## src/rtl/wb_regbank_pkg.sv

```systemverilog
// Shared widths and helpers for the Wishbone register bank.
// Byte-lane mask expansion and word-address to register-index mapping.
package wb_regbank_pkg;

    localparam int WB_DATA_W = 32;
    localparam int WB_SEL_W  = 4;

    function automatic logic [WB_DATA_W-1:0] sel_to_mask(input logic [WB_SEL_W-1:0] sel);
        logic [WB_DATA_W-1:0] mask;
        mask = '0;
        for (int b = 0; b < WB_SEL_W; b++) begin
            mask[b*8 +: 8] = {8{sel[b]}};
        end
        return mask;
    endfunction

    // Callers pass the zero-extended word address (byte address bits [1:0] already dropped).
    function automatic int unsigned reg_index(input logic [31:0] word_adr);
        return word_adr;
    endfunction

endpackage

```

## src/rtl/wb_regbank_if.sv

```systemverilog
// Wishbone pipelined slave front end: accept/in-progress flag, ack/err generation, read stages.
// Write ack in cycle 1, read ack in cycle 1 (+RD_PIPE); stall while a request waits for its ack/err.
module wb_regbank_if
    import wb_regbank_pkg::*;
#(
    parameter int NREGS   = 4,
    parameter int ADDR_W  = 2,
    parameter int RD_PIPE = 0
) (
    input  logic                 clk_i,
    input  logic                 rst_i,
    input  logic                 wb_cyc_i,
    input  logic                 wb_stb_i,
    input  logic [ADDR_W-1:0]    wb_adr_i,
    input  logic [WB_SEL_W-1:0]  wb_sel_i,
    input  logic                 wb_we_i,
    input  logic [WB_DATA_W-1:0] wb_dat_i,
    output logic                 wb_ack_o,
    output logic                 wb_err_o,
    output logic                 wb_rty_o,
    output logic                 wb_stall_o,
    output logic [WB_DATA_W-1:0] wb_dat_o,
    input  logic [WB_DATA_W-1:0] rd_data,
    output logic                 wr_go,
    output logic [ADDR_W-1:0]    wr_adr,
    output logic [WB_DATA_W-1:0] wr_dat,
    output logic [WB_SEL_W-1:0]  wr_sel
);

    localparam int unsigned NREGS_U = NREGS;

    logic                 wb_en, accept, rd_acc, wr_acc, rd_hit, wr_hit;
    logic                 busy_q, wr_q, rd_ack_q, rd_err_q;
    logic [WB_DATA_W-1:0] rd_dat_q;
    logic [ADDR_W-1:0]    wr_adr_q;
    logic [WB_DATA_W-1:0] wr_dat_q;
    logic [WB_SEL_W-1:0]  wr_sel_q;
    logic                 rd_ack_s, rd_err_s;
    logic [WB_DATA_W-1:0] rd_dat_s;

    assign wb_en  = wb_cyc_i & wb_stb_i;
    assign accept = wb_en & ~busy_q;
    assign rd_acc = accept & ~wb_we_i;
    assign wr_acc = accept & wb_we_i;
    assign rd_hit = reg_index(32'(wb_adr_i)) < NREGS_U;
    assign wr_hit = reg_index(32'(wr_adr_q)) < NREGS_U;

    always_ff @(posedge clk_i) begin
        if (rst_i) begin
            busy_q   <= 1'b0;
            wr_q     <= 1'b0;
            rd_ack_q <= 1'b0;
            rd_err_q <= 1'b0;
            rd_dat_q <= '0;
            wr_adr_q <= '0;
            wr_dat_q <= '0;
            wr_sel_q <= '0;
        end else begin
            if (accept) begin
                busy_q <= 1'b1;
            end else if (wb_ack_o | wb_err_o) begin
                busy_q <= 1'b0;
            end
            wr_q     <= wr_acc;
            rd_ack_q <= rd_acc & rd_hit;
            rd_err_q <= rd_acc & ~rd_hit;
            rd_dat_q <= (rd_acc & rd_hit) ? rd_data : '0;
            if (wr_acc) begin
                wr_adr_q <= wb_adr_i;
                wr_dat_q <= wb_dat_i;
                wr_sel_q <= wb_sel_i;
            end
        end
    end

    if (RD_PIPE != 0) begin : g_rd_pipe
        logic                 ack_p, err_p;
        logic [WB_DATA_W-1:0] dat_p;
        always_ff @(posedge clk_i) begin
            if (rst_i) begin
                ack_p <= 1'b0;
                err_p <= 1'b0;
                dat_p <= '0;
            end else begin
                ack_p <= rd_ack_q;
                err_p <= rd_err_q;
                dat_p <= rd_dat_q;
            end
        end
        assign rd_ack_s = ack_p;
        assign rd_err_s = err_p;
        assign rd_dat_s = dat_p;
    end else begin : g_rd_direct
        assign rd_ack_s = rd_ack_q;
        assign rd_err_s = rd_err_q;
        assign rd_dat_s = rd_dat_q;
    end

    // Only one transaction is ever outstanding, so read and write responses never overlap.
    assign wb_ack_o   = (wr_q & wr_hit) | rd_ack_s;
    assign wb_err_o   = (wr_q & ~wr_hit) | rd_err_s;
    assign wb_rty_o   = 1'b0;
    assign wb_stall_o = wb_en & ~(wb_ack_o | wb_err_o);
    assign wb_dat_o   = rd_dat_s;

    assign wr_go  = wr_q & wr_hit;
    assign wr_adr = wr_adr_q;
    assign wr_dat = wr_dat_q;
    assign wr_sel = wr_sel_q;

endmodule

```

## src/rtl/wb_regbank_gen.sv

```systemverilog
// Parametrised Wishbone register bank: RW/RO registers, field masks, write strobes one cycle after ack.
// WB_REGBANK_SHADOW_EN: writes land in shadows, committed to live by bit 31 of the last register.
module wb_regbank_gen
    import wb_regbank_pkg::*;
#(
    parameter int                  NREGS      = 4,
    parameter int                  ADDR_W     = 2,
    parameter logic [NREGS-1:0]    RO_MASK    = '0,
    parameter logic [NREGS*32-1:0] FIELD_MASK = '1,
    parameter logic [NREGS*32-1:0] RESET_VAL  = '0,
    parameter int                  RD_PIPE    = 0
) (
    input  logic                  clk_i,
    input  logic                  rst_i,
    input  logic                  wb_cyc_i,
    input  logic                  wb_stb_i,
    input  logic [ADDR_W-1:0]     wb_adr_i,
    input  logic [3:0]            wb_sel_i,
    input  logic                  wb_we_i,
    input  logic [31:0]           wb_dat_i,
    output logic                  wb_ack_o,
    output logic                  wb_err_o,
    output logic                  wb_rty_o,
    output logic                  wb_stall_o,
    output logic [31:0]           wb_dat_o,
    output logic [NREGS*32-1:0]   regs_o,
    input  logic [NREGS*32-1:0]   regs_i,
    output logic [NREGS-1:0]      wr_strb_o
);

    logic                 wr_go;
    logic [ADDR_W-1:0]    wr_adr;
    logic [WB_DATA_W-1:0] wr_dat;
    logic [WB_SEL_W-1:0]  wr_sel;
    logic [WB_DATA_W-1:0] rd_data;
    logic [WB_DATA_W-1:0] wr_bmask;
    int unsigned          rd_idx, wr_idx;

    logic [WB_DATA_W-1:0] live_q [NREGS];
    logic [WB_DATA_W-1:0] view   [NREGS];
    logic [WB_DATA_W-1:0] wr_val [NREGS];
    logic [NREGS-1:0]     wr_en;
    logic [NREGS-1:0]     strb_q;

    wb_regbank_if #(
        .NREGS   (NREGS),
        .ADDR_W  (ADDR_W),
        .RD_PIPE (RD_PIPE)
    ) u_if (
        .clk_i      (clk_i),
        .rst_i      (rst_i),
        .wb_cyc_i   (wb_cyc_i),
        .wb_stb_i   (wb_stb_i),
        .wb_adr_i   (wb_adr_i),
        .wb_sel_i   (wb_sel_i),
        .wb_we_i    (wb_we_i),
        .wb_dat_i   (wb_dat_i),
        .wb_ack_o   (wb_ack_o),
        .wb_err_o   (wb_err_o),
        .wb_rty_o   (wb_rty_o),
        .wb_stall_o (wb_stall_o),
        .wb_dat_o   (wb_dat_o),
        .rd_data    (rd_data),
        .wr_go      (wr_go),
        .wr_adr     (wr_adr),
        .wr_dat     (wr_dat),
        .wr_sel     (wr_sel)
    );

    assign rd_idx   = reg_index(32'(wb_adr_i));
    assign wr_idx   = reg_index(32'(wr_adr));
    assign wr_bmask = sel_to_mask(wr_sel);

    // Only selected lanes that are also implemented bits take the new data.
    always_comb begin
        wr_en = '0;
        for (int k = 0; k < NREGS; k++) begin
            wr_en[k]  = wr_go && (wr_idx == k) && !RO_MASK[k];
            wr_val[k] = (view[k] & ~(wr_bmask & FIELD_MASK[k*32 +: 32]))
                      | (wr_dat & wr_bmask & FIELD_MASK[k*32 +: 32]);
        end
    end

    always_comb begin
        rd_data = '0;
        for (int k = 0; k < NREGS; k++) begin
            if (rd_idx == k) begin
                rd_data = RO_MASK[k] ? (regs_i[k*32 +: 32] & FIELD_MASK[k*32 +: 32]) : view[k];
            end
        end
    end

`ifdef WB_REGBANK_SHADOW_EN
    logic [WB_DATA_W-1:0] shadow_q   [NREGS];
    logic [WB_DATA_W-1:0] shadow_nxt [NREGS];
    logic                 commit;

    assign commit = wr_en[NREGS-1] && wr_dat[31] && wr_sel[3];
    assign view   = shadow_q;

    always_comb begin
        for (int k = 0; k < NREGS; k++) begin
            shadow_nxt[k] = wr_en[k] ? wr_val[k] : shadow_q[k];
        end
        if (commit) begin
            shadow_nxt[NREGS-1][31] = 1'b0;
        end
    end

    always_ff @(posedge clk_i) begin
        if (rst_i) begin
            for (int k = 0; k < NREGS; k++) begin
                live_q[k]   <= RESET_VAL[k*32 +: 32] & FIELD_MASK[k*32 +: 32];
                shadow_q[k] <= RESET_VAL[k*32 +: 32] & FIELD_MASK[k*32 +: 32];
            end
            strb_q <= '0;
        end else begin
            strb_q <= '0;
            for (int k = 0; k < NREGS; k++) begin
                shadow_q[k] <= shadow_nxt[k];
                if (commit && !RO_MASK[k]) begin
                    live_q[k] <= shadow_nxt[k];
                    strb_q[k] <= (live_q[k] != shadow_nxt[k]);
                end
            end
        end
    end
`else
    assign view = live_q;

    always_ff @(posedge clk_i) begin
        if (rst_i) begin
            for (int k = 0; k < NREGS; k++) begin
                live_q[k] <= RESET_VAL[k*32 +: 32] & FIELD_MASK[k*32 +: 32];
            end
            strb_q <= '0;
        end else begin
            for (int k = 0; k < NREGS; k++) begin
                if (wr_en[k]) begin
                    live_q[k] <= wr_val[k];
                end
            end
            strb_q <= wr_en;
        end
    end
`endif

    for (genvar g = 0; g < NREGS; g++) begin : g_regs_o
        assign regs_o[g*32 +: 32] = RO_MASK[g] ? 32'h0 : live_q[g];
    end

    assign wr_strb_o = strb_q;

endmodule

```

## config.mk

```make
export PLATFORM = sky130hd
export DESIGN_NAME = wb_regbank_gen
export DESIGN_NICKNAME = d
export VERILOG_FILES = /design/src/rtl/wb_regbank_pkg.sv /design/src/rtl/wb_regbank_if.sv /design/src/rtl/wb_regbank_gen.sv
export SDC_FILE = /design/constraint.sdc
export NUM_CORES = 1
export LEC_CHECK = 0
export ABC_AREA = 1
export CELL_PAD_IN_SITES_DETAIL_PLACEMENT = 1
export CELL_PAD_IN_SITES_GLOBAL_PLACEMENT = 1
export CORE_ASPECT_RATIO = 0.5
export CORE_MARGIN = 4
export CORE_UTILIZATION = 43
export DETAILED_ROUTE_END_ITERATION = 8
export DONT_BUFFER_PORTS = 1
export HOLD_SLACK_MARGIN = 0.08
export PLACE_DENSITY = 0.76
export SLEW_MARGIN = 20
export SYNTH_ARGS = -nofsm -noshare
export SYNTH_HDL_FRONTEND = slang
export SYNTH_SLANG_ARGS = --single-unit
```

## constraint.sdc

```tcl
create_clock -name clk_i -period 1.6 [get_ports clk_i]
set_input_delay 0.32 -clock clk_i [delete_from_list [all_inputs] [get_ports clk_i]]
set_output_delay 0.32 -clock clk_i [all_outputs]
set_load 0.03 [all_outputs]
```

Yosys cells after proc, flatten, opt, wreduce, memory -nomap -nowiden

Cells that the tools add are included.

Bitwise gates (word level): 20
Div/mod/pow operators: 0
Mux-type cells: 6
Equality and inequality tests: 6
Add/sub/neg operators: 0
$mul: 0
Reductions and logical operators: 8
Magnitude comparators: 0
Shifts and indexed selects: 0

Operators by type and width:

| operator             | count |
|---|---|
| $and A32 B32 Y32     | 5 |
| $mux W32             | 4 |
| $or A32 B32 Y32      | 4 |
| $logic_not A32 Y1    | 2 |
| $not A32 Y32         | 1 |
| $eq A2 B2 Y1 const B | 4 |
| $and A1 B1 Y1        | 5 |
| $eq A2 B1 Y1 const B | 2 |
| $logic_and A1 B1 Y1  | 4 |
| $not A1 Y1           | 4 |
| $mux W1              | 2 |
| $reduce_bool A2 Y1   | 1 |
| $reduce_or A2 Y1     | 1 |
| $or A1 B1 Y1         | 1 |

Input port bits: 171
Flip-flop bits (word level): 205
Bits in latches: 0
Output and inout port bits: 168
Logic and storage cells: 52
Bits in writable memories: 0
Memories: 0
Bits in read-only memories: 0

Longest topological paths before layout

Word-level depth: 5
Mapped depth: 7
Gate-level depth less buffers: 5

By module

Synthesis repeated with hierarchy kept, for this count alone.

Cell total of the unflattened synthesis: 1570
Area, all modules: 9745.6 sq um

By module, submodules not included:

| module         | times used | cells an instance | seq. area each (sq um) | area an instance (sq um) |
|---|---|---|---|---|
| wb_regbank_gen | 1          | 1131              | 2642.5                 | 6821.5 |
| wb_regbank_if  | 1          | 439               | 1461.4                 | 2924.1 |

Worst setup path after synthesis

No wires, ideal clock.

Path kind: register -> output
Start point: register u_if.wr_q (netlist: u_if.wr_go)
End point: output wb_stall_o
Stages on the path, launching flop included: 5
Arrival: 1199 ps
Setup slack: 81 ps
Required time: 1280 ps
Path buffers: 1
Cell sequence: dfxtp_1 buf_2 nor2_1 inv_1 nor2_1

Cells in the longest elaborated chain, start to end: 3

RTL lines:

| item                   | RTL line             | text |
|---|---|---|
| start, declared        | wb_regbank_if.sv:33  | `logic busy_q, wr_q, rd_ack_q, rd_err_q;` |
| start signal, assigned | wb_regbank_if.sv:64  | `wr_q <= wr_acc;` |
| $or A1 B1 Y1           | wb_regbank_if.sv:100 | `assign wb_ack_o = (wr_q & wr_hit) \| rd_ack_s;` |
| via wb_ack_o           | wb_regbank_gen.sv:21 | `output logic wb_ack_o,` |
| $not A1 Y1             | wb_regbank_if.sv:103 | `assign wb_stall_o = wb_en & ~(wb_ack_o \| wb_err_o);` |
| $and A1 B1 Y1          | wb_regbank_if.sv:103 |  |
| end, declared          | wb_regbank_gen.sv:24 | `output logic wb_stall_o,` |

The timed path passes the listed nets, and every way through them passes these cells.

Worst setup path in the final report

Start point: register u_if.wr_q (netlist: u_if.wr_go)
End point: output wb_stall_o

Cells in the longest elaborated chain, start to end: 3

RTL lines:

| item          | RTL line |
|---|---|
| $or A1 B1 Y1  | wb_regbank_if.sv:100 |
| $not A1 Y1    | wb_regbank_if.sv:103 |
| $and A1 B1 Y1 | wb_regbank_if.sv:103 |

Every way passes these cells.

==> reports/qor_table.md <==
| Item | Value | Unit |
|---|---|---|
| Run status | completed | - |
| Final estimated routing congestion in global placement | 0.806 | - |
| Post-synthesis instance area | 9920 | um2 |
| Io pins | 339 | - |
| Data required time of the worst path | 1.28 | ns |
| Stage delay of the slowest cell on the critical path | 0.36 | ns |
| Total routing resource utilization after global routing | 27.4 | % |
| Power Dens Cells | 1020 | nW/um2 |
| Kind of end point of the critical path | primary output | - |
| PortBufs | 0 | - |
| Area growth from synthesis to final layout | 16.3 | % |
| Clk pwr share | 46.7 | % |
| Synth Instances | 1603 | - |
| Startpoint kind of the worst setup timing path | flop | - |
| Final nets | 1792 | - |
| Worst VDD drop | 0.678 | mV |
| Remaining max-slew budget at the tightest pin | 24.7 | % |
| Mean instance size in the synthesized netlist | 6.19 | um2 |
| Critical Path Slowest Stage Cell | sky130_fd_sc_hd__dfxtp_4 | - |
| Clock edge transition at the registers on the reported setup and hold paths | 0.07 | ns |
| Rows | 38 | - |
| Switching Fraction | 25.1 | % |
| Layout filler cell count | 3010 | - |
| Max Root-Sink Buffers | 3 | - |
| Fraction of final layout cells sized beyond drive strength 1 | 6.85 | % |
| Congestion Overflow GR | 0 | - |
| Crit-path cells | nor2_4 -> inv_2 -> nor2_2 -> buf_6 | - |
| Htree depth | 1 | - |
| Clock tree from TritonCTS | done | - |
| Min Tclk post-route | 1.59 | ns |
| Total CTS buffers | 21 | - |
| Final slew viol count | 0 | - |
| Final clock skew | 0.0112 | ns |
| Clock latency of the later-clocked register in the worst-skew pair | 0.52 | ns |
| Critical path type | reg2out | - |
| Worst Hold Margin | 0.0978 | ns |
| Internal portion of total power | 8.79 | mW |
| Sequential-to-total area share from yosys stat | 41.4 | % |
| Fin util | 52.1 | % |
| Final Routed Wirelength | 36000 | um |
| Average via count per standard cell | 5.10 | - |
| Final setup fails | 0 | - |
| Maximum number of pins on one net before global-route repair | 108 | - |
| Count of placed standard cells including taps | 1855 | - |
| Total power draw | 11.7 | mW |
| Max-Cap Viols | 0 | - |
| Total number of yosys warnings | 0 | - |
| Via count of the first global-routing pass | 10038 | - |
| Least-Margin Pin Slew | 1.13 | ns |
| Power share of the combinational group | 8.7 | % |
| Number of design-rule violations left by the first detailed-router iteration | 702 | - |
| Floorplan die height | 115 | um |
| Global-route wire length before repair | 55800 | um |
| Number of vias in the routed layout | 9870 | - |
| Core area | 22200 | um2 |
| CTS Root Cell | sky130_fd_sc_hd__clkbuf_16 | - |
| Count of different cell masters after synthesis | 18 | - |
| Relative contribution of sequential cells to total power | 44.6 | % |
| Wire length per cell after detailed routing | 18.6 | um |
| Fin crit share | 99.1 | % |
| Number of cells in the finished layout apart from fillers | 1936 | - |
| Die Width | 223 | um |
| Critical path's top delay family | flip-flops | - |
| Max frequency | 630 | MHz |
| Pre-antenna DRT Iters | 5 | - |
| Number of hold-slack violations in the final timing report | 0 | - |
| Residual DRC | 0 | - |
| Die Area | 25700 | um2 |
| Critical path buffers and inverters | 2 | - |
| Total half-perimeter wirelength after legalization and detailed placement | 23300 | um |
| Effective utilization at floorplan | 44.8 | % |
| Net Sw Power | 2.95 | mW |
| Setup repair after global routing missed its margin | yes | - |
| Flop and latch count out of synthesis | 205 | - |
| Clock tree sinks | 205 | - |
| Kind of path behind the tightest hold check | in2reg | - |
| Largest driver fanout on the critical path | 3 | - |
| Static leakage | 5.38 | nW |
| Antenna-violating nets left | 0 | - |
| Number of antenna violations at the first check in global routing | 2 | - |
| Endpoint arrival time on the critical path | 1.27 | ns |
power by group through the flow:
stage	clock, mW	combinational (mW)	sequential (mW)
final	5.49	1.02	5.23
after global routing	5.81	1.12	5.24
after CTS	5.59	0.981	5.23
after detailed placement	0	0.861	5.35
after global placement	0	0.829	5.35
after floorplan	0	0.650	5.32
cell families after synthesis:
family	Yosys count	synth area share, %
and+or+nand+nor	927	39.2
buffers and inverters	437	17.7
DFF	205	41.4
AOI/OAI and AO/OA	33	1.66
other	1	0.0378
routing by layer:
metal / track usage (%) / up-vias / wire length, um
met3: 5.69 / 58 / 2450
met2: 46.7 / 282 / 16700
met1: 36.4 / 4757 / 16300
met4: 6.11 / 0 / 654
met5: 0 / - / 0
li1: - / 4773 / -
worst register-to-register path, stage by stage (launching register included):
cell                      delay [ns]
sky130_fd_sc_hd__dfxtp_1        0.53
sky130_fd_sc_hd__nand2_1        0.24
sky130_fd_sc_hd__nor2_4         0.22
sky130_fd_sc_hd__buf_12         0.18
sky130_fd_sc_hd__nand3_1        0.10
sky130_fd_sc_hd__nand2_1        0.09
sky130_fd_sc_hd__nor2_1         0.06
per-stage QoR:
step	area (um2)	setup slack, ns	setup TNS [ns]
floorplan	9920	0.0808	0
global placement	10300	0.0359	0
detailed placement	10300	-0.0575	-0.355
CTS	11500	-0.0967	-0.767
global route	11500	-0.0461	-0.0461
finish	11500	0.0138	0
cell usage after synthesis:
cell	number	area share [%]
sky130_fd_sc_hd__nand3_1	202	10
sky130_fd_sc_hd__nor2_2	7	0.44
sky130_fd_sc_hd__inv_1	342	13
sky130_fd_sc_hd__clkinv_1	1	0.038
sky130_fd_sc_hd__buf_2	56	2.8
sky130_fd_sc_hd__nor2_1	268	10
sky130_fd_sc_hd__nand4_1	41	2.6
sky130_fd_sc_hd__buf_1	6	0.23
sky130_fd_sc_hd__dfxtp_1	205	41
sky130_fd_sc_hd__clkbuf_1	21	0.79
sky130_fd_sc_hd__nor2_4	3	0.34
sky130_fd_sc_hd__buf_4	10	0.76
sky130_fd_sc_hd__nand2_1	402	15
sky130_fd_sc_hd__buf_6	1	0.11
sky130_fd_sc_hd__nor3_1	3	0.15
sky130_fd_sc_hd__conb_1	1	0.038
sky130_fd_sc_hd__nand3_4	1	0.18
sky130_fd_sc_hd__a21oi_1	33	1.7
cell usage in the layout (no fill, tap or decap):
cell	n
sky130_fd_sc_hd__nand2_1	402
sky130_fd_sc_hd__inv_1	339
sky130_fd_sc_hd__nor2_1	265
sky130_fd_sc_hd__dfxtp_1	203
sky130_fd_sc_hd__nand3_1	198
sky130_fd_sc_hd__buf_4	42
sky130_fd_sc_hd__nand4_1	41
sky130_fd_sc_hd__a21oi_1	33
sky130_fd_sc_hd__dlygate4sd3_1	33
sky130_fd_sc_hd__clkbuf_16	21
sky130_fd_sc_hd__buf_12	11
sky130_fd_sc_hd__clkbuf_8	9
sky130_fd_sc_hd__nor2_4	8
sky130_fd_sc_hd__nor2_2	5
sky130_fd_sc_hd__nand3_2	4
sky130_fd_sc_hd__nor3_1	3
sky130_fd_sc_hd__bufinv_16	3
sky130_fd_sc_hd__inv_2	2
sky130_fd_sc_hd__conb_1	2
sky130_fd_sc_hd__clkinv_2	2
sky130_fd_sc_hd__clkbuf_1	2
sky130_fd_sc_hd__diode_2	1
sky130_fd_sc_hd__clkinv_1	1
sky130_fd_sc_hd__inv_4	1
sky130_fd_sc_hd__nand3_4	1
sky130_fd_sc_hd__dlymetal6s4s_1	1
sky130_fd_sc_hd__buf_6	1
sky130_fd_sc_hd__dfxtp_2	1
sky130_fd_sc_hd__dfxtp_4	1
area by class of cell:
class                   instances  area (um2)  area share, %
diodes                          1        2.50         0.0217
clock buffers                  32         657           5.69
clock inverters                 5         100          0.867
inverters                     343        1290           11.2
multi-input cells             962        4120           35.7
flip-flops and latches        205        4110           35.6
well taps                     300         375           3.25
repair buffers                 88         890           7.71
path summary, 6_finish.rpt:
check	start	endpoint	slack (ns)	depth (start not counted)
min	wb_adr_i[1]	u_if.wb_dat_o[20]	0.1	4
max reg2reg	u_if.wr_adr[1]	flop	0.08	6
max	u_if.wr_go	wb_stall_o	0.01	4
min reg2reg	u_if.busy_q	u_if.busy_q	0.54	2
timing repair:
item,CTS,global route
hold buffers,35,0
resized for setup,4,8
buffers inserted,4,4
gates cloned,0,0
pin swaps,3,1
setup endpoints to repair,24,72
hold endpoints to repair,61,0
No activity file was read; power rests on OpenSTA's default activity.
